[src/rtl/risc_toy_pkg.sv]
// rtl/risc_toy_pkg.sv - shared RISC-TOY widths, opcodes and fetch-queue entry
package risc_toy_pkg;

   localparam int IAW = 30;
   localparam int IW  = 32;

   typedef enum logic [4:0] {
      OP_ADDI = 5'd0,
      OP_ANDI = 5'd1,
      OP_ORI  = 5'd2,
      OP_MOVI = 5'd3,
      OP_ADD  = 5'd4,
      OP_SUB  = 5'd5,
      OP_NEG  = 5'd6,
      OP_NOT  = 5'd7,
      OP_AND  = 5'd8,
      OP_OR   = 5'd9,
      OP_XOR  = 5'd10,
      OP_LSR  = 5'd11,
      OP_ASR  = 5'd12,
      OP_SHL  = 5'd13,
      OP_ROR  = 5'd14,
      OP_BR   = 5'd15,
      OP_BRL  = 5'd16,
      OP_J    = 5'd17,
      OP_JL   = 5'd18,
      OP_LD   = 5'd19,
      OP_LDR  = 5'd20,
      OP_ST   = 5'd21,
      OP_STR  = 5'd22
   } opcode_e;

   typedef struct packed {
      logic [IAW-1:0] pc;
      logic [IW-1:0]  instr;
   } ifq_entry_t;

endpackage

[src/rtl/risc_toy_ifq.sv]
// rtl/risc_toy_ifq.sv - fetch instruction queue, power-of-two ring buffer with flush
module risc_toy_ifq
   import risc_toy_pkg::*;
#(
   parameter int DEPTH = 4
) (
   input  logic                   i_clk,
   input  logic                   i_rst,
   input  logic                   i_push,
   input  logic                   i_pop,
   input  logic                   i_flush,
   input  ifq_entry_t             i_data,
   output logic [$clog2(DEPTH):0] o_count,
   output ifq_entry_t             o_head
);

   localparam int AW = $clog2(DEPTH);
   localparam logic [AW:0] FULL = (AW+1)'(DEPTH);

   ifq_entry_t    r_mem [DEPTH];
   logic [AW-1:0] r_head;
   logic [AW-1:0] r_tail;
   logic [AW:0]   r_count;
   logic          w_pop;

   assign w_pop   = i_pop && (r_count != '0);
   assign o_count = r_count;
   assign o_head  = r_mem[r_head];

   // Storage is cleared on reset so the head outputs are never X.
   always_ff @(posedge i_clk or posedge i_rst) begin
      if (i_rst) begin
         r_head  <= '0;
         r_tail  <= '0;
         r_count <= '0;
         for (int i = 0; i < DEPTH; i++) r_mem[i] <= '0;
      end else if (i_flush) begin
         r_head  <= '0;
         r_tail  <= '0;
         r_count <= '0;
      end else begin
         if (i_push) begin
            r_mem[r_tail] <= i_data;
            r_tail        <= r_tail + 1'b1;
         end
         if (w_pop) r_head <= r_head + 1'b1;
         if (i_push && !w_pop)      r_count <= r_count + 1'b1;
         else if (!i_push && w_pop) r_count <= r_count - 1'b1;
      end
   end

   always @(posedge i_clk) begin
      if (!i_rst && !i_flush && i_push)
         assert (r_count < FULL);
   end

endmodule

[src/rtl/risc_toy_fetch.sv]
// rtl/risc_toy_fetch.sv - RISC-TOY fetch PC, in-flight tracking and queue credit
module risc_toy_fetch
   import risc_toy_pkg::*;
#(
   parameter int             DEPTH    = 4,
   parameter logic [IAW-1:0] RESET_PC = '0
) (
   input  logic           CLK,
   input  logic           RST,
   output logic           IREQ,
   output logic [IAW-1:0] IADDR,
   input  logic [IW-1:0]  INSTR,
   input  logic           REDIR,
   input  logic [IAW-1:0] REDIR_ADDR,
   output logic           ID_VALID,
   input  logic           ID_READY,
   output logic [IW-1:0]  ID_INSTR,
   output logic [IAW-1:0] ID_PC
);

   localparam int CW = $clog2(DEPTH) + 1;
   localparam logic [CW:0] CREDITS = (CW+1)'(DEPTH);

   logic [IAW-1:0] r_fpc;
   logic [IAW-1:0] r_inflight_pc;
   logic           r_inflight;
   logic [CW-1:0]  w_count;
   logic           w_issue;
   logic           w_push;
   logic           w_pop;
   ifq_entry_t     w_push_data;
   ifq_entry_t     w_head;

   // Credit ignores a same-cycle pop; the slot it frees is reused one cycle later.
   assign w_issue = !RST && !REDIR &&
                    (({1'b0, w_count} + {{CW{1'b0}}, r_inflight}) < CREDITS);

   assign w_push      = r_inflight && !REDIR;
   assign w_pop       = ID_VALID && ID_READY && !REDIR;
   assign w_push_data = '{pc: r_inflight_pc, instr: INSTR};

   assign IREQ     = w_issue;
   assign IADDR    = r_fpc;
   assign ID_VALID = (w_count != '0);
   assign ID_INSTR = w_head.instr;
   assign ID_PC    = w_head.pc;

   always_ff @(posedge CLK or posedge RST) begin
      if (RST) begin
         r_fpc         <= RESET_PC;
         r_inflight    <= 1'b0;
         r_inflight_pc <= '0;
      end else if (REDIR) begin
         r_fpc      <= REDIR_ADDR;
         r_inflight <= 1'b0;
      end else begin
         r_inflight <= w_issue;
         if (w_issue) begin
            r_fpc         <= r_fpc + 1'b1;
            r_inflight_pc <= r_fpc;
         end
      end
   end

   risc_toy_ifq #(
      .DEPTH (DEPTH)
   ) u_ifq (
      .i_clk   (CLK),
      .i_rst   (RST),
      .i_push  (w_push),
      .i_pop   (w_pop),
      .i_flush (REDIR),
      .i_data  (w_push_data),
      .o_count (w_count),
      .o_head  (w_head)
   );

endmodule

[config.mk]
export PLATFORM = sky130hd
export DESIGN_NAME = risc_toy_fetch
export DESIGN_NICKNAME = d
export VERILOG_FILES = /design/src/rtl/risc_toy_pkg.sv /design/src/rtl/risc_toy_ifq.sv /design/src/rtl/risc_toy_fetch.sv
export SDC_FILE = /design/constraint.sdc
export NUM_CORES = 1
export LEC_CHECK = 0
export CAP_MARGIN = 10
export CORE_MARGIN = 10
export CORE_UTILIZATION = 50
export CTS_CLUSTER_DIAMETER = 80
export DETAILED_ROUTE_END_ITERATION = 7
export PLACE_DENSITY_LB_ADDON = 0.1
export SLEW_MARGIN = 10
export SYNTH_ARGS = -nofsm -noshare
export SYNTH_HDL_FRONTEND = slang
export SYNTH_SLANG_ARGS = --single-unit
[constraint.sdc]
create_clock -name CLK -period 15.7 [get_ports CLK]
set_clock_uncertainty 0.15 [all_clocks]
set_input_delay 3.14 -clock CLK [delete_from_list [all_inputs] [get_ports CLK]]
set_output_delay 3.14 -clock CLK [all_outputs]
set_load 0.02 [all_outputs]
* Yosys cells after proc, flatten, opt, wreduce, memory -nomap -nowiden
Cells that the tools add are included.
** Operators by class
- Magnitude comparators :: 4
- Bitwise logic cells :: 3
- $add $sub $neg :: 6
- Mux-type cells :: 16
- Reductions and logical operators :: 20
** Operators with widths (count)
- 248-bit bitwise mux :: 1
- 62-bit two-way mux :: 3
- 62-bit binary-select mux with 2-bit select :: 1
- 62-bit demux with 2-bit select :: 1
- 30-bit two-way mux :: 2
- 30-bit by 1-bit adder with 30-bit output, second input constant :: 1
- 1-bit logical AND :: 9
- 3-bit two-way mux :: 3
- 2-bit two-way mux :: 4
- 3-bit >= comparator, second input constant :: 2
- 2-bit inverter with 3-bit output :: 2
- 2-bit nonzero test :: 3
- 3-bit nonzero test :: 2
- 2-bit by 1-bit adder with 2-bit output, second input constant :: 2
- 3-bit by 1-bit adder with 4-bit output :: 1
- 1-bit zero test :: 4
- 4-bit by 3-bit less-than comparator with 1-bit output, second input constant :: 1
- 2-bit AND reduction :: 2
- 3-bit by 1-bit adder with 3-bit output, second input constant :: 1
- 3-bit by 1-bit less-than comparator with 1-bit output, second input constant :: 1
- 3-bit by 1-bit subtractor with 3-bit output, second input constant :: 1
- 1-bit two-way mux :: 1
- 1-bit inverter :: 1
** Word-level totals
- Flip-flop bits (word level) :: 316
- Word-level logic and storage cells :: 63

* Logic depth before layout (Yosys ltp)
- Depth after elaboration :: 8
- Mapped depth :: 9

* Hierarchy
From an unflattened synthesis, not the netlist that was laid out.
** Unflattened totals
- Cell total of the unflattened synthesis :: 995
- Area total of the unflattened synthesis :: 15451.1 µm²
** Modules (own cells, without submodules)
- risc_toy_ifq :: cells each 653, times used 1, area an instance 12444.4 µm²
- risc_toy_fetch :: cells each 342, times used 1, area an instance 3006.6 µm²

* Worst setup path after synthesis
Ideal clock, no wire load.
- Kind :: in2out
- Start point :: in REDIR
- End point :: out IREQ
- Path buffers :: 3
- Data arrival time :: 4336 ps
- Required time :: 12410 ps
- Stages :: 6
- Slack :: 8074 ps
- Cells stage by stage :: buf_6 nor3_2 nand2_1 clkinv_1 buf_2 buf_1
** On the way
- Cells in the longest elaborated chain, start to end :: 3
** RTL lines
- start, declared :: line risc_toy_fetch.sv:13 : input logic REDIR,
- 1-bit zero test
- 1-bit logical AND
- 1-bit logical AND :: line risc_toy_fetch.sv:35 : assign w_issue = !RST && !REDIR &&
- end, declared :: line risc_toy_fetch.sv:10 : output logic IREQ,
No other way between the ends.

* Final worst setup path
- Start point :: in RST
- End point :: out IREQ
** On the way
- Cells in the longest elaborated chain, start to end :: 3
** RTL lines
- start, declared :: line risc_toy_fetch.sv:9 : input logic RST,
- 1-bit zero test (no line)
- 1-bit logical AND
- 1-bit logical AND :: line risc_toy_fetch.sv:35
No other way between the ends.

==> impl_metrics.toml <==
[routing]
drc = 0
ant_nets = 0
vias_per_cell = 5.59
wl_per_cell_um = 20.3
wirelength_um = 31100
drt_iter0_markers = 606
vias = 8583
drt_first_pass_iters = 5

[clocking]
cts_tree = "built"
tritoncts.num_buffers = 36
cts.sinks = 316
htreeDepth = 2
post_cts_buffers = 0
cts_root_buf = "clkbuf_16"
clock_path_buffers = 3
cts_resized = 0
insertion_delay_ns = 0.50
clkTransAtPathRegs_ns = 0.05
hold_buffers = 0

[setup_path]
path_cells = "clkdlybuf4s50_1 > nor3_2 > nand2_2 > clkinv_1 > clkdlybuf4s50_1"
critical_path_class = "primary input to primary output"
worstPathMaxFanout = 5
crit_buf_inv = 3
cp.required_ns = 12.41
slowest_stage = "clkdlybuf4s50_1"
max_stage_delay_ns = 0.62
crit_start = "RST"
start_kind = "primary input"
crit_family = "buffers and inverters"
cp-end-kind = "primary output"
crit_top_cell = "clkdlybuf4s50_1"
worstPathArrival_ns = 4.97
reg2reg_from = "r_inflight$_DFF_PP0_"

[finish]
drive_gt1_share_pct = 33.4
fin_cells = 1535
final_nets = 1205
mostFrequentLayoutCell = "dfrtp_1"
fillers = 2218
area_delta_synth_final_pct = 21.6
layout_common_cells = "314 x dfrtp_1, 248 x mux2_2, 158 x clkdlybuf4s50_1"
antenna_cells = 0
seq_area_mm2 = 0.00792
multi_input_area_mm2 = 0.00584

[global_routing]
grt_pass1_wl_um = 51100
grt_pass1_vias = 9087
gr-total-overflow = 0
grt_max_degree = 125
grt_use_total_pct = 17.8
antenna_found_initial = 0

[pwr]
switching_share_pct = 30.5
power.leakage_uw = 0.00777
clkPwrFrac_pct = 27.1
pwr-share-comb_pct = 32.2
p_per_area_mw_per_mm2 = 178
p_int_uw = 2110
p_sw_uw = 925
share_seq_of_total_power_pct = 40.7
ir_drop_mv = 0.0837

[synthesis]
synth_cell_types = 49
synth_top_area_share_pct = 56.3
synthCells = 988
yosysTopAreaCell = "dfrtp_1"
netlist_area_mm2 = 0.0141
synth-edff-count = 0
synth_ff_type = "dfrtp_1"
ys_async_sr_fraction_pct = 100
syn_nets = 1060
synth_area_per_cell_um2 = 14.2
ys_seq_area_share_pct = 56.3
yosys_warnings = 0
synth_area_leaders = "dfrtp_1 56%, mux2_2 20%, mux4_2 9.9%"
yosys_register_bits = 316

[timing]
max_freq_ghz = 0.121
timing.final.crit_share_pct = 52.6
setup_viol = 0
finalCriticalPeriod_ns = 8.26
finalSetupTns_ns = 0
rsz0062_at_grt = "no"
hold_viol_final = 0
tightest_slew_ns = 1.10
report.final.slew_viol_count = 0
relSlewSlack_pct = 26.6

[die]
fp.dieW_um = 188
die_h_um = 188
rows = 61
start_util_pct = 50.6
pin_count = 160
dieArea_mm2 = 0.0352
core_mm2 = 0.0278

[place]
dp.final_hpwl_um = 18600
io_buffers = 159
dp_cells = 1473
gp_congestion = 0.812

[job]
maxCapViolations = 0

[hold_path]
hp-start = "u_ifq.r_mem[180]$_DFFE_PP0P_"
min_path_type = "register to register"

[status]
status = "finished, final reports clean"
==> through the flow <==
step	worst slack [ns]	utilization (%)	instance area (µm²)	hold slack (ns)	total power, µW
CTS	7.46	61.5	17100	0.350	3080
global placement	7.46	57.2	15900	0.332	2230
global route	7.39	61.5	17100	0.356	3200
detailed placement	7.48	57.2	15900	0.338	2250
floorplan	3.67	-	14100	0.324	1820
finish	7.44	61.5	17100	0.348	3040
==> power by group through the flow <==
stage | registers, µW | logic, µW | clock network (µW)
2_1_floorplan | 1160 | 659 | 0
3_3_place_gp | 1240 | 982 | 0
3_5_place_dp | 1250 | 994 | 0
4_1_cts | 1240 | 998 | 843
5_1_grt | 1270 | 1050 | 880
6_report | 1240 | 977 | 824
==> flip-flops by register name, summed over array words and instances, names as in the netlist <==
register and flops:
u_ifq.o_count 3, r_inflight_pc 30, u_ifq.r_tail 2, IADDR 30, u_ifq.r_mem 248, r_inflight 1
u_ifq.r_head 2
==> worst register-to-register path: cells and delay by family (launching register included) <==
family | cells | cell delay, ns
and+or+nand+nor | 2 | 1.51
muxes | 1 | 0.58
DFF | 1 | 0.48
==> cells in the mapped netlist (all sizes together), types with 2 or more instances <==
library cell / n
clkbuf: 13
a221o: 6
o311ai: 7
inv: 8
nand3: 18
o31a: 4
o21ai: 18
and3: 4
nand2b: 5
xor2: 2
nand3b: 10
nor3: 5
buf: 45
a31oi: 4
a21o: 3
nor2b: 4
xnor2: 5
nand2: 130
ha: 5
mux2: 248
nand4: 12
nor4: 5
dfrtp: 316
mux2i: 5
o211ai: 8
mux4: 62
nor2: 23
==> path summary, 6_finish.rpt <==
kind,end,slack [ns],depth (start not counted)
worst max-delay path,IREQ,7.44,5
max in group asynchronous,u_ifq.r_mem[214]$_DFFE_PP0P_,9.99,4
worst min-delay path,u_ifq.r_mem[180]$_DFFE_PP0P_,0.35,1
worst min register to register,u_ifq.r_mem[180]$_DFFE_PP0P_,0.35,1
worst max register to register,u_ifq.r_mem[15]$_DFFE_PP0P_,12.86,3
min in group asynchronous,u_ifq.r_mem[116]$_DFFE_PP0P_,3.13,2
==> per-layer routing <==
metal | global-route usage [%] | share of wire, %
met5 | 0 | 0
met4 | 3.75 | 1.1
met3 | 5.31 | 7.1
met2 | 26.8 | 45
met1 | 25.1 | 47
==> logic make-up after synthesis <==
family	count (synthesis)	synth area share [%]
AO/OA/AOI/OAI	54	2.73
XOR/XNOR	7	0.436
adder cells (fa/ha/maj)	6	0.588
buffers and inverters	68	2.44
flip-flops	316	56.3
multiplexers	315	30.2
AND/OR/NAND/NOR	222	7.37
==> layout make-up <==
type	instances	area share, %
tap	378	2.77
clock inverter	4	0.278
timing repair buffer	166	9.59
inverter	9	0.242
sequential	316	46.3
multi-input combinational	604	34.2
clock buffer	58	6.64
No activity file was read; power rests on OpenSTA's default activity.
